**src/rtl/mem_port_pkg.sv**
```systemverilog
// mem_port_pkg: shared FSM states, bank decode and response type for mem_port_master
package mem_port_pkg;
  localparam int RSP_DATA_W = 12;
  typedef enum logic [1:0] {ACTIVE = 2'd0, DRAIN = 2'd1, IDLE = 2'd2} state_e;
  typedef struct packed {
    logic [1:0]            bank;
    logic [RSP_DATA_W-1:0] data;
  } rsp_t;
  function automatic logic [1:0] bank_of(input logic [31:0] addr, input int unsigned aw);
    return addr[aw-1 -: 2];
  endfunction
endpackage

```
**src/rtl/mem_port_master_if.sv**
```systemverilog
// mem_port_master_if: client command/response, memory port and control signals of one port master
interface mem_port_master_if #(
  parameter int DATA_W = 12,
  parameter int ADDR_W = 8
);
  logic              i_req_valid;
  logic              o_req_ready;
  logic              i_req_we;
  logic [ADDR_W-1:0] i_req_addr;
  logic [DATA_W-1:0] i_req_wdata;
  logic              o_mem_en;
  logic              o_mem_we;
  logic [ADDR_W-1:0] o_mem_addr;
  logic [DATA_W-1:0] o_mem_wdata;
  logic [DATA_W-1:0] i_mem_rdata;
  logic              o_rsp_valid;
  logic              i_rsp_ready;
  logic [DATA_W-1:0] o_rsp_data;
  logic [1:0]        o_rsp_bank;
  logic              o_wr_done;
  logic              i_flush;
  logic              o_idle;
  modport master (
    input  i_req_valid, i_req_we, i_req_addr, i_req_wdata, i_mem_rdata, i_rsp_ready, i_flush,
    output o_req_ready, o_mem_en, o_mem_we, o_mem_addr, o_mem_wdata, o_rsp_valid, o_rsp_data,
           o_rsp_bank, o_wr_done, o_idle
  );
  modport slave (
    output i_req_valid, i_req_we, i_req_addr, i_req_wdata, i_mem_rdata, i_rsp_ready, i_flush,
    input  o_req_ready, o_mem_en, o_mem_we, o_mem_addr, o_mem_wdata, o_rsp_valid, o_rsp_data,
           o_rsp_bank, o_wr_done, o_idle
  );
endinterface

```
**src/rtl/mem_rsp_fifo.sv**
```systemverilog
// mem_rsp_fifo: synchronous show-ahead FIFO with occupancy count
module mem_rsp_fifo #(
  parameter int W = 14,
  parameter int DEPTH = 4,
  localparam int AW = $clog2(DEPTH)
) (
  input  logic          clk,
  input  logic          rst_n,
  input  logic          push_i,
  input  logic [W-1:0]  din_i,
  input  logic          pop_i,
  output logic [W-1:0]  dout_o,
  output logic [AW:0]   count_o
);
  logic [W-1:0]  mem_q [DEPTH];
  logic [AW-1:0] wp_q, rp_q;
  always_ff @(posedge clk or negedge rst_n)
    if (!rst_n) begin
      for (int i = 0; i < DEPTH; i++) mem_q[i] <= '0;
      wp_q    <= '0;
      rp_q    <= '0;
      count_o <= '0;
    end else begin
      if (push_i) mem_q[wp_q] <= din_i;
      if (push_i) wp_q <= wp_q + AW'(1);
      if (pop_i) rp_q <= rp_q + AW'(1);
      count_o <= count_o + (AW+1)'(push_i) - (AW+1)'(pop_i);
    end
  assign dout_o = mem_q[rp_q];
endmodule

```
**src/rtl/mem_port_master.sv**
```systemverilog
// mem_port_master: drives one memory port, tracks reads, buffers responses; MPM_PERF_CNT_EN adds perf counters
module mem_port_master
  import mem_port_pkg::*;
#(
  parameter int DATA_W     = 12,
  parameter int ADDR_W     = 8,
  parameter int RD_LATENCY = 1,
  parameter int WR_LATENCY = 1,
  parameter int FIFO_DEPTH = 4
) (
  input logic clk,
  input logic rst_n,
  mem_port_master_if.master bus
`ifdef MPM_PERF_CNT_EN
  ,
  output logic [15:0] o_rd_cnt,
  output logic [15:0] o_wr_cnt,
  output logic [15:0] o_stall_cnt
`endif
);
  localparam int CW = $clog2(FIFO_DEPTH);
  localparam logic [1:0] S_ACTIVE = ACTIVE;
  localparam logic [1:0] S_DRAIN  = DRAIN;
  localparam logic [1:0] S_IDLE   = IDLE;
  logic [1:0]        state_q, state_d;
  logic              alive_q, idle_q, wr_done_q, mem_en_q, mem_we_q;
  logic [ADDR_W-1:0] mem_addr_q;
  logic [DATA_W-1:0] mem_wdata_q;
  logic [RD_LATENCY-1:0] rv_q;
  logic [1:0]        rb_q [RD_LATENCY];
  logic [WR_LATENCY:0] wv_q;
  logic [ADDR_W-1:0] wa_q [WR_LATENCY+1];
  logic [CW:0]       count;
  logic [DATA_W+1:0] fifo_dout;
  logic [15:0]       occ;
  logic              hazard, drained, acc, pop;
  // occupancy = buffered responses plus every read not yet pushed
  always_comb begin
    occ = 16'(count) + 16'(mem_en_q & ~mem_we_q);
    for (int i = 0; i < RD_LATENCY; i++) occ = occ + 16'(rv_q[i]);
    hazard = 1'b0;
    for (int i = 0; i <= WR_LATENCY; i++)
      hazard = hazard | (wv_q[i] & ~bus.i_req_we & (wa_q[i] == bus.i_req_addr));
  end
  assign drained         = !mem_en_q && !(|rv_q) && !(|wv_q) && count == '0;
  assign bus.o_req_ready = alive_q && state_q == S_ACTIVE && occ < 16'(FIFO_DEPTH) && !hazard;
  assign acc             = bus.i_req_valid & bus.o_req_ready;
  assign bus.o_rsp_valid = count != '0;
  assign pop             = bus.o_rsp_valid & bus.i_rsp_ready;
  assign state_d = state_q == S_ACTIVE ? (bus.i_flush ? S_DRAIN : S_ACTIVE) :
                   state_q == S_DRAIN  ? (drained ? S_IDLE : S_DRAIN) :
                   (bus.i_flush ? S_IDLE : S_ACTIVE);
  always_ff @(posedge clk or negedge rst_n)
    if (!rst_n) begin
      state_q     <= S_ACTIVE;
      alive_q     <= 1'b0;
      idle_q      <= 1'b0;
      wr_done_q   <= 1'b0;
      mem_en_q    <= 1'b0;
      mem_we_q    <= 1'b0;
      mem_addr_q  <= '0;
      mem_wdata_q <= '0;
      rv_q        <= '0;
      wv_q        <= '0;
      for (int i = 0; i < RD_LATENCY; i++) rb_q[i] <= '0;
      for (int i = 0; i <= WR_LATENCY; i++) wa_q[i] <= '0;
    end else begin
      state_q   <= state_d;
      alive_q   <= 1'b1;
      idle_q    <= drained && state_q != S_DRAIN;
      wr_done_q <= wv_q[WR_LATENCY];
      mem_en_q  <= acc;
      mem_we_q  <= acc & bus.i_req_we;
      if (acc) mem_addr_q <= bus.i_req_addr;
      if (acc) mem_wdata_q <= bus.i_req_wdata;
      rv_q[0] <= mem_en_q & ~mem_we_q;
      rb_q[0] <= bank_of(32'(mem_addr_q), ADDR_W);
      for (int i = 1; i < RD_LATENCY; i++) begin
        rv_q[i] <= rv_q[i-1];
        rb_q[i] <= rb_q[i-1];
      end
      wv_q[0] <= acc & bus.i_req_we;
      wa_q[0] <= bus.i_req_addr;
      for (int i = 1; i <= WR_LATENCY; i++) begin
        wv_q[i] <= wv_q[i-1];
        wa_q[i] <= wa_q[i-1];
      end
    end
  mem_rsp_fifo #(.W(DATA_W + 2), .DEPTH(FIFO_DEPTH)) u_fifo (
    .clk     (clk),
    .rst_n   (rst_n),
    .push_i  (rv_q[RD_LATENCY-1]),
    .din_i   ({rb_q[RD_LATENCY-1], bus.i_mem_rdata}),
    .pop_i   (pop),
    .dout_o  (fifo_dout),
    .count_o (count)
  );
  assign bus.o_mem_en    = mem_en_q;
  assign bus.o_mem_we    = mem_we_q;
  assign bus.o_mem_addr  = mem_addr_q;
  assign bus.o_mem_wdata = mem_wdata_q;
  assign bus.o_rsp_data  = fifo_dout[DATA_W-1:0];
  assign bus.o_rsp_bank  = fifo_dout[DATA_W+1:DATA_W];
  assign bus.o_wr_done   = wr_done_q;
  assign bus.o_idle      = idle_q;
`ifdef MPM_PERF_CNT_EN
  logic [15:0] rd_cnt_q, wr_cnt_q, stall_cnt_q;
  always_ff @(posedge clk or negedge rst_n)
    if (!rst_n) begin
      rd_cnt_q    <= '0;
      wr_cnt_q    <= '0;
      stall_cnt_q <= '0;
    end else begin
      if (acc && !bus.i_req_we && rd_cnt_q != 16'hFFFF) rd_cnt_q <= rd_cnt_q + 16'd1;
      if (acc && bus.i_req_we && wr_cnt_q != 16'hFFFF) wr_cnt_q <= wr_cnt_q + 16'd1;
      if (bus.i_req_valid && !bus.o_req_ready && stall_cnt_q != 16'hFFFF) stall_cnt_q <= stall_cnt_q + 16'd1;
    end
  assign o_rd_cnt    = rd_cnt_q;
  assign o_wr_cnt    = wr_cnt_q;
  assign o_stall_cnt = stall_cnt_q;
`endif
endmodule

```
**src/flat_wrapper.sv**
```systemverilog
// flat-port wrapper written by rule: the top's interface ports become plain ports
module mem_port_master_flat import mem_port_pkg::*;
#(
  parameter int DATA_W     = 12,
  parameter int ADDR_W     = 8,
  parameter int RD_LATENCY = 1,
  parameter int WR_LATENCY = 1,
  parameter int FIFO_DEPTH = 4
)
  (clk, rst_n, bus_i_req_valid, bus_i_req_we, bus_i_req_addr, bus_i_req_wdata, bus_i_mem_rdata, bus_i_rsp_ready, bus_i_flush, bus_o_req_ready, bus_o_mem_en, bus_o_mem_we, bus_o_mem_addr, bus_o_mem_wdata, bus_o_rsp_valid, bus_o_rsp_data, bus_o_rsp_bank, bus_o_wr_done, bus_o_idle);
  mem_port_master_if #(.DATA_W(DATA_W), .ADDR_W(ADDR_W)) bus_i ();
  input logic clk;
  input logic rst_n;
  input wire logic [$bits(bus_i.i_req_valid)-1:0] bus_i_req_valid;
  input wire logic [$bits(bus_i.i_req_we)-1:0] bus_i_req_we;
  input wire logic [$bits(bus_i.i_req_addr)-1:0] bus_i_req_addr;
  input wire logic [$bits(bus_i.i_req_wdata)-1:0] bus_i_req_wdata;
  input wire logic [$bits(bus_i.i_mem_rdata)-1:0] bus_i_mem_rdata;
  input wire logic [$bits(bus_i.i_rsp_ready)-1:0] bus_i_rsp_ready;
  input wire logic [$bits(bus_i.i_flush)-1:0] bus_i_flush;
  output wire logic [$bits(bus_i.o_req_ready)-1:0] bus_o_req_ready;
  output wire logic [$bits(bus_i.o_mem_en)-1:0] bus_o_mem_en;
  output wire logic [$bits(bus_i.o_mem_we)-1:0] bus_o_mem_we;
  output wire logic [$bits(bus_i.o_mem_addr)-1:0] bus_o_mem_addr;
  output wire logic [$bits(bus_i.o_mem_wdata)-1:0] bus_o_mem_wdata;
  output wire logic [$bits(bus_i.o_rsp_valid)-1:0] bus_o_rsp_valid;
  output wire logic [$bits(bus_i.o_rsp_data)-1:0] bus_o_rsp_data;
  output wire logic [$bits(bus_i.o_rsp_bank)-1:0] bus_o_rsp_bank;
  output wire logic [$bits(bus_i.o_wr_done)-1:0] bus_o_wr_done;
  output wire logic [$bits(bus_i.o_idle)-1:0] bus_o_idle;
  assign bus_i.i_req_valid = bus_i_req_valid;
  assign bus_i.i_req_we = bus_i_req_we;
  assign bus_i.i_req_addr = bus_i_req_addr;
  assign bus_i.i_req_wdata = bus_i_req_wdata;
  assign bus_i.i_mem_rdata = bus_i_mem_rdata;
  assign bus_i.i_rsp_ready = bus_i_rsp_ready;
  assign bus_i.i_flush = bus_i_flush;
  assign bus_o_req_ready = bus_i.o_req_ready;
  assign bus_o_mem_en = bus_i.o_mem_en;
  assign bus_o_mem_we = bus_i.o_mem_we;
  assign bus_o_mem_addr = bus_i.o_mem_addr;
  assign bus_o_mem_wdata = bus_i.o_mem_wdata;
  assign bus_o_rsp_valid = bus_i.o_rsp_valid;
  assign bus_o_rsp_data = bus_i.o_rsp_data;
  assign bus_o_rsp_bank = bus_i.o_rsp_bank;
  assign bus_o_wr_done = bus_i.o_wr_done;
  assign bus_o_idle = bus_i.o_idle;
  mem_port_master #(.DATA_W(DATA_W), .ADDR_W(ADDR_W), .RD_LATENCY(RD_LATENCY), .WR_LATENCY(WR_LATENCY), .FIFO_DEPTH(FIFO_DEPTH)) u_core (.clk(clk), .rst_n(rst_n), .bus(bus_i));
endmodule
```
**config.mk**
```make
export PLATFORM = sky130hd
export DESIGN_NAME = mem_port_master_flat
export DESIGN_NICKNAME = d
export VERILOG_FILES = /design/src/rtl/mem_port_pkg.sv /design/src/rtl/mem_port_master_if.sv /design/src/rtl/mem_rsp_fifo.sv /design/src/rtl/mem_port_master.sv /design/src/flat_wrapper.sv
export SDC_FILE = /design/constraint.sdc
export NUM_CORES = 1
export LEC_CHECK = 0
export ABC_AREA = 1
export CAP_MARGIN = 20
export CORE_MARGIN = 2
export CORE_UTILIZATION = 57
export DETAILED_ROUTE_END_ITERATION = 6
export PLACE_DENSITY = 0.84
export SETUP_SLACK_MARGIN = 0.05
export SYNTH_ARGS = -nofsm -noshare
export SYNTH_HDL_FRONTEND = slang
export SYNTH_SLANG_ARGS = --single-unit
```
**constraint.sdc**
```tcl
create_clock -name clk -period 3.7 [get_ports clk]
set_clock_uncertainty 0.15 [all_clocks]
set_input_delay 0.74 -clock clk [delete_from_list [all_inputs] [get_ports clk]]
set_output_delay 0.74 -clock clk [all_outputs]
set_load 0.005 [all_outputs]
```
Word level (Yosys, flattened, before mapping). Cells that the tools add are included.

Bits in registers: 111. Bits of input ports: 38.

Add/subtract/negate cells: 6. Order comparisons: 4. Equal/unequal tests: 4. Muxes and demuxes: 11. Bitwise logic cells: 15. Reductions and logical operators: 16.

Operator list (number): $bwmux 56 (1); $mux 14 (3); $bmux 14 s2 (1); $demux 14 s2 (1); $add 16x1->16 (1); $add 3x16->16 (1); $and 1x16->16 (1); $eq 8x8->1 (2); $lt 16x3->1 const B (1); $not 1->16 (1); $and 1x1->1 (8); $logic_and 1x1->1 (8); $mux 2 (4); $ge 3x3->1 const B (2); $not 2->3 (2); $add 2x1->2 const B (2); $logic_not 1->1 (4); $add 3x1->3 (1); $logic_not 3->1 (1); $lt 3x1->1 const B (1); $reduce_bool 3->1 (1); $sub 3x1->3 (1); $eq 2x1->1 const B (1); $logic_not 2->1 (1); other kinds (5) (6).

Longest topological paths before layout. Gate-level depths: netlist of the first run.

Word-level depth: 9. Gate-level depth with buffers: 13.

By module. A second synthesis of the first run with hierarchy kept.

Cells, all modules: 598. Area total of the unflattened synthesis: 5440.2 µm².

By module, submodules not included: mem_rsp_fifo (times used 1, cells an instance 392, area an instance 3249.4 µm²); mem_port_master (times used 1, cells an instance 206, area an instance 2190.9 µm²).

Worst setup path after synthesis of the first run. No wires, ideal clock.

Path kind: register -> output. From: register u_core.mem_en_q (netlist: u_core.bus.o_mem_en). To: output port bus_o_req_ready. Data arrival time: 1543 ps. Required time: 2810 ps. Path slack: 1267 ps. Cell stages (with the launch flop): 12. Path buffers: 1. Cells stage by stage: dfrtp_1 > inv_1 > nor2_1 > ha_1 > nand2_4 > nand2_4 > a21oi_2 > nand3_2 > nor2_4 > buf_4 > nand2_1 > inv_1.

Cells in the longest elaborated chain, start to end: 6.

RTL lines: start, declared (RTL line mem_port_master.sv:26) `logic alive_q, idle_q, wr_done_q, mem_en_q, mem_we_q;`; start signal, assigned (RTL line mem_port_master.sv:59) `mem_en_q <= 1'b0;`; start signal, assigned (RTL line mem_port_master.sv:72) `mem_en_q <= acc;`; $and 1x16->16 (RTL line mem_port_master.sv:39) `occ = 16'(count) + 16'(mem_en_q & ~mem_we_q);`; $add 3x16->16 (RTL line mem_port_master.sv:39); $add 16x1->16 (RTL line mem_port_master.sv:40) `for (int i = 0; i < RD_LATENCY; i++) occ = occ + 16'(rv_q[i]);`; $lt 16x3->1 (RTL line mem_port_master.sv:46) `assign bus.o_req_ready = alive_q && state_q == S_ACTIVE && occ < 16'(FIFO_DEPTH) && !hazard;`; $logic_and 1x1->1 (2 in a row) (RTL line mem_port_master.sv:46); end, declared (RTL line flat_wrapper.sv:21) `output wire logic [$bits(bus_i.o_req_ready)-1:0] bus_o_req_ready;`.

Every way passes these cells.

Worst setup path in the final report of the first run.
From: input port bus_i_req_addr[6]. To: output port bus_o_req_ready.

Cells in the longest elaborated chain, start to end: 5. Elaborated cells between the ends (all ways): 7. Classes of those cells: eq/ne (2); bitwise (3); reduce/logical (2).

RTL lines: start, declared (RTL line flat_wrapper.sv:16) `input wire logic [$bits(bus_i.i_req_addr)-1:0] bus_i_req_addr;`; $eq 8x8->1 (RTL line mem_port_master.sv:43) `hazard = hazard | (wv_q[i] & ~bus.i_req_we & (wa_q[i] == bus.i_req_addr));`; $and 1x1->1 (RTL line mem_port_master.sv:43); $or 1x1->1 * (RTL line mem_port_master.sv:43); $logic_not 1->1 * (RTL line mem_port_master.sv:46); $logic_and 1x1->1 * (RTL line mem_port_master.sv:46).

Mark *: on every way between the ends. The rest lies on a longest branch, timed or not.

==> results of run 1 <==
==> metrics by stage <==
stage          hold slack [ps]  utilization, %  setup WS (ps)  total power [W]
2_1_floorplan              222               -           1270          0.00275
3_3_place_gp               227            68.8            379          0.00348
3_5_place_dp               235            68.8            325          0.00357
4_1_cts                    267            71.4            318          0.00437
5_1_grt                    277            71.4            180          0.00468
6_report                   262            71.4            306          0.00435
==> registers in the layout, indices dropped and copies added, names as in the netlist <==
| signal | flops |
|---|---|
| u_core.rb_q | 2 |
| u_core.u_fifo.rp_q | 2 |
| u_core.bus.o_idle | 1 |
| u_core.wv_q | 2 |
| u_core.bus.o_mem_addr | 8 |
| u_core.bus.o_wr_done | 1 |
| u_core.rv_q | 1 |
| u_core.bus.o_mem_en | 1 |
| u_core.u_fifo.mem_q | 56 |
| u_core.state_q | 2 |
| u_core.u_fifo.wp_q | 2 |
| u_core.alive_q | 1 |
| u_core.bus.o_mem_wdata | 12 |
| u_core.wa_q | 16 |
| u_core.u_fifo.count_o | 3 |
==> worst max-delay path by stage <==
stage / end / slack, ps / cells past startpoint
2_1_floorplan: bus_o_req_ready / 1270 / 11
3_3_place_gp: bus_o_req_ready / 380 / 10
3_5_place_dp: bus_o_req_ready / 330 / 9
4_1_cts: bus_o_req_ready / 320 / 10
5_1_grt: bus_o_req_ready / 180 / 11
6_report: bus_o_req_ready / 310 / 10
==> cells in the mapped netlist <==
| cell | n |
|---|---|
| a21oi_1 | 2 |
| a21oi_2 | 1 |
| and2_1 | 1 |
| and3_1 | 1 |
| buf_2 | 4 |
| buf_4 | 1 |
| buf_6 | 4 |
| clkbuf_1 | 16 |
| clkinv_2 | 1 |
| conb_1 | 1 |
| dfrtp_1 | 110 |
| fa_1 | 1 |
| ha_1 | 8 |
| inv_1 | 56 |
| nand2_1 | 146 |
| nand2_4 | 2 |
| nand3_1 | 8 |
| nand3_2 | 1 |
| nand3b_1 | 2 |
| nand4_1 | 24 |
| nand4_4 | 1 |
| nor2_1 | 48 |
| nor2_2 | 1 |
| nor2_4 | 1 |
| nor2b_1 | 1 |
| nor3_1 | 2 |
| o21ai_0 | 85 |
| o22ai_1 | 15 |
| o31ai_1 | 1 |
| xnor2_1 | 3 |
| xor2_1 | 3 |
==> metal layers <==
metal	track usage, %	part of all wire [%]	vias up
li1	-	-	1917
met1	33.3	42	1973
met2	44.9	49	123
met3	8.46	7.4	12
met4	6.22	0.94	0
met5	0	0	-
==> cell type report <==
cell class	count	area (µm²)
fillers	632	2360
multi-input cells	359	1760
inverters	57	215
clock inverters	5	83.8
clock buffers	11	131
repair buffers	83	826
flip-flops and latches	110	2750
well taps	105	131
==> power groups by stage <==
| stage | Clock [W] | Combinational [W] | Sequential, W |
|---|---|---|---|
| after global placement | 0 | 0.00157 | 0.00191 |
| after floorplan | 0 | 0.000891 | 0.00186 |
| after detailed placement | 0 | 0.00163 | 0.00193 |
| after CTS | 0.000796 | 0.00165 | 0.00192 |
| final | 0.000786 | 0.00163 | 0.00193 |
| after global routing | 0.000850 | 0.00185 | 0.00198 |
==> kinds of logic after synthesis <==
family,synth area share (%)
AO/OA/AOI/OAI,11.2
XOR/XNOR,1.08
adder cells (fa/ha/maj),2.47
buffers and inverters,7.16
flip-flops,56.7
other,0.0772
AND/OR/NAND/NOR,21.3
==> worst max-delay path: cells and delay by family <==
kind,cells,cell delay [ps]
buf+inv,4,1170
simple gates,6,590
==> flow_summary.yaml, run 1 <==
placement:
  gp_congestion: 0.863
  postPlaceCellArea_um2: 5680
  dp_hpwl_um: 7430
  placed_cells: 714
  port_buffers: 77
worst_setup_path:
  path_cells: "clkdlybuf4s50_1, inv_1, nand2_1, nand2_1, nand3b_1, nor2_1, nor2_4, nand2_1, inv_1, clkdlybuf4s50_1"
  reg2reg_from: "u_core.u_fifo.count_o[1]"
  reg2reg_slack_ps: 1460
  endpoint_kind: "primary output"
  crit_type: "input pin to primary output"
  rr_worst_depth: 9
  startpoint_type: "input pin"
  crit_start: "bus_i_req_addr[6]"
  worst_ep_required_time_ps: 2810
  slowest_stage: "clkdlybuf4s50_1"
  crit_path_max_fanout: 5
  cpMostUsedCell: "nand2_1"
  max_stage_delay_ps: 580
  regToRegEndpoint: "u_core.u_fifo.count_o[2]"
  arrival_ps: 2500
finish:
  final_cell_mix: "nand2_1 (146), dfrtp_1 (110), o21ai_0 (85)"
  diodes: 0
  final_common_cell: "nand2_1"
  layout-area-overhead-vs-synth_pct: 21.4
  design_area_um2: 5900
  drive_above_1_share_pct: 4.64
  fin_nets: 667
  fin_cells: 730
drt:
  viasPerCell: 5.51
  antenna_left: 0
  drtPass1Iterations: 4
  drt_iter0_drc: 217
  vias: 4025
  wl_um: 11300
  route.detailed.drc: 0
  wl_per_cell_um: 15.4
clocking:
  insertion_delay_ps: 370
  cts_tree: "built"
  cts_buffers: 9
  cts_resized: 0
  htree_levels: 3
  clkTransAtPathRegs_ps: 100
  root_buffer: "clkbuf_8"
  cts_buffer_depth: 2
  hold_buffers: 0
  cts.sinks: 110
  postCtsSetupRepairBufs: 0
run_status:
  status: "finished clean"
power_and_ir_drop:
  power_frac_seq_pct: 44.3
  power_density_nw_per_um2: 737
  p_comb_share_pct: 37.6
  peakVddDrop_uv: 392
  p_int_w: 0.00285
  power.share.clock_pct: 18.1
  p_leak_nw: 2.89
  p_sw_share_pct: 34.4
  p_switching_w: 0.00149
yosys:
  yosysSeqAreaShare_pct: 56.7
  synth.cell_area_um2: 4860
  syn_nets: 598
  postSynthCellCount: 551
  yosysTopAreaCellShare_pct: 56.7
  synth.distinct_cells: 31
  syn_area_per_cell_um2: 8.81
  synth_top_area_cell: "dfrtp_1"
  synth_area_leaders: "dfrtp_1 (57%), nand2_1 (11%), o21ai_0 (8.8%), inv_1 (4.3%), nor2_1 (3.7%)"
  yosysWarnings: 0
  ys_ff_latch: 110
grt:
  antenna_found_initial: 0
  grtUsageTotal_pct: 26.5
  grt_pass1_vias: 3922
  grt_pass1_wl_um: 18700
  overflow: 0
  grt_max_degree: 63
die:
  num_io_pins: 78
  die_area_um2: 9270
  coreArea_um2: 8260
  initial_core_util_pct: 58.8
  die_x_um: 96.3
  row_count: 33
  die_h_um: 96.3
timing:
  tightest_slew_ps: 918
  min_period_over_period_pct: 91.7
  slew_headroom_pct: 38.7
  fin_setup_tns_ps: 0
  fmax_mhz: 295
  rsz0062_at_grt: "false"
  finalMaxSlewViolations: 0
  fin_crit_ps: 3390
  hold_violations: 0
  setup_viol: 0
hold_path:
  min_from: "u_core.wa_q[12]"
  min_path_cells: 0
  hold_path_class: "register to register"
  hold_end: "u_core.wa_q[4]"
flow_run:
  maxCapViolCount: 0
(Power assumes the default switching activity.)
==> inputs of run 2 (changes only) <==
Settings changed: PLACE_DENSITY 0.84 to 0.91, REMOVE_ABC_BUFFERS from default to 1.
==> run 2 against run 1 <==
Design area up 0.64%. Global-route usage down 1.3 points. First-iteration DRC count up 24%. Clock-buffer cell count up 1. Critical path depth unchanged. Register-to-register slack better by 40 ps. Fmax down 2.1%. Largest power group unchanged.
==> flow_summary.yaml, run 2 (synthesized netlist as in run 1, its figures left out) <==
grt:
  grt_pass1_wl_um: 18200
  overflow: 0
  grt_max_degree: 85
  antenna_found_initial: 0
  grtUsageTotal_pct: 25.2
  grt_pass1_vias: 4183
placement:
  dp_hpwl_um: 7360
  gp_congestion: 0.802
  port_buffers: 77
  placed_cells: 714
clocking:
  cts_buffer_depth: 2
  clkTransAtPathRegs_ps: 100
  insertion_delay_ps: 370
  htree_levels: 3
  cts_buffers: 9
  cts.sinks: 110
  cts_tree: "built"
  root_buffer: "clkbuf_8"
drt:
  drt_iter0_drc: 269
  vias: 4102
  viasPerCell: 5.58
  drtPass1Iterations: 5
  wl_um: 11100
  wl_per_cell_um: 15.1
  antenna_left: 0
  route.detailed.drc: 0
finish:
  final_cell_mix: "nand2_1 (146), dfrtp_1 (110), o21ai_0 (85)"
  drive_above_1_share_pct: 5.71
  final_common_cell: "nand2_1"
  fill_cells: 594
  top_register: "u_core.u_fifo.mem_q"
  layout-area-overhead-vs-synth_pct: 22.2
  multi_input_area_um2: 1760
  fin_nets: 673
  seq_area_um2: 2750
  fin_cells: 735
  largest_reg_flops: 56
  diodes: 0
worst_setup_path:
  crit_path_max_fanout: 5
  startpoint_type: "input pin"
  worst_ep_required_time_ps: 2810
  regToRegEndpoint: "u_core.bus.o_mem_addr[2]"
  crit_start: "bus_i_req_addr[6]"
  endpoint_kind: "primary output"
  crit_type: "input pin to primary output"
  reg2reg_slack_ps: 1500
  rr_worst_depth: 10
  reg2reg_from: "u_core.wv_q[0]"
  arrival_ps: 2580
die:
  die_h_um: 96.3
  row_count: 33
  die_area_um2: 9270
  coreArea_um2: 8260
  die_x_um: 96.3
  num_io_pins: 78
  initial_core_util_pct: 58.8
timing:
  slew_headroom_pct: 40.9
  min_period_over_period_pct: 93.7
  setup_viol: 0
  hold_violations: 0
  tightest_slew_ps: 885
  fin_setup_tns_ps: 0
  finalMaxSlewViolations: 0
  fin_crit_ps: 3470
  rsz0062_at_grt: "false"
  fmax_mhz: 288
power_and_ir_drop:
  peakVddDrop_uv: 333
  power_density_nw_per_um2: 725
  p_leak_nw: 2.93
run_status:
  status: "finished clean"
hold_path:
  hold_path_class: "input pin to asynchronous set/reset pin"
flow_run:
  maxCapViolCount: 0
-- run 2: cell types whose count changed in the layout (fill, tap and decap cells not counted), sizes merged --
cell      previous run  this run
clkbuf              11        12
bufinv               2         1
nor2                50        51
clkinv               2         3
buf                  7        12
clkinvlp             2         0
-- run 2: power by group --
part	internal, W	switching (W)
Sequential	0.00164	0.000281
Clock	0.000347	0.000379
Combinational	0.000845	0.000809
Total	0.00283	0.00147
-- run 2: worst max path at each step --
stage | end | slack (ps)
2_1_floorplan | bus_o_req_ready | 1150
3_3_place_gp | bus_o_req_ready | 110
3_5_place_dp | bus_o_req_ready | 90
4_1_cts | bus_o_req_ready | 80
5_1_grt | bus_o_req_ready | 120
6_report | bus_o_req_ready | 230
-- run 2: worst max-delay path, stage by stage --
cell,delay (ps)
clkdlybuf4s50_1,580
inv_1,80
nand2_1,70
nand2_1,60
nand3b_1,170
nor2_2,240
nor2_4,90
nand2_1,60
inv_1,40
clkdlybuf4s50_1,440
-- run 2: final cells by class --
type	instances	share of cell area, %
timing repair buffer	88	14.7
tap	105	2.21
clock buffer	12	2.61
sequential	110	46.4
inverter	57	3.63
multi-input combinational	360	29.7
clock inverter	3	0.738
-- run 2: routing by layer --
| layer | GRT usage (%) | up-vias | wire length (µm) |
|---|---|---|---|
| met2 | 44.3 | 166 | 5690 |
| li1 | - | 1926 | - |
| met1 | 30.5 | 1990 | 4490 |
| met3 | 6.19 | 20 | 773 |
| met5 | 0 | - | 0 |
| met4 | 8.10 | 0 | 152 |
-- run 2: timing repair --
| action | in CTS | in global routing |
|---|---|---|
| gates resized for setup | 0 | 1 |
| setup buffers | 0 | 4 |
| hold buffers | 0 | 0 |
| setup endpoints to repair | 0 | 1 |
| hold endpoints to repair | 0 | 0 |
-- run 2: per-stage QoR --
stage / worst slack (ps) / util [%] / hold slack (ps) / area, µm² / power, W
after CTS: 83.1 / 71.0 / 263 / 5870 / 0.00429
after floorplan: 1150 / - / 222 / 4720 / 0.00270
final: 232 / 71.8 / 33.5 / 5930 / 0.00430
after global routing: 117 / 71.8 / 14.9 / 5930 / 0.00462
after global placement: 114 / 68.6 / 227 / 5670 / 0.00346
after detailed placement: 91.3 / 68.6 / 240 / 5670 / 0.00357
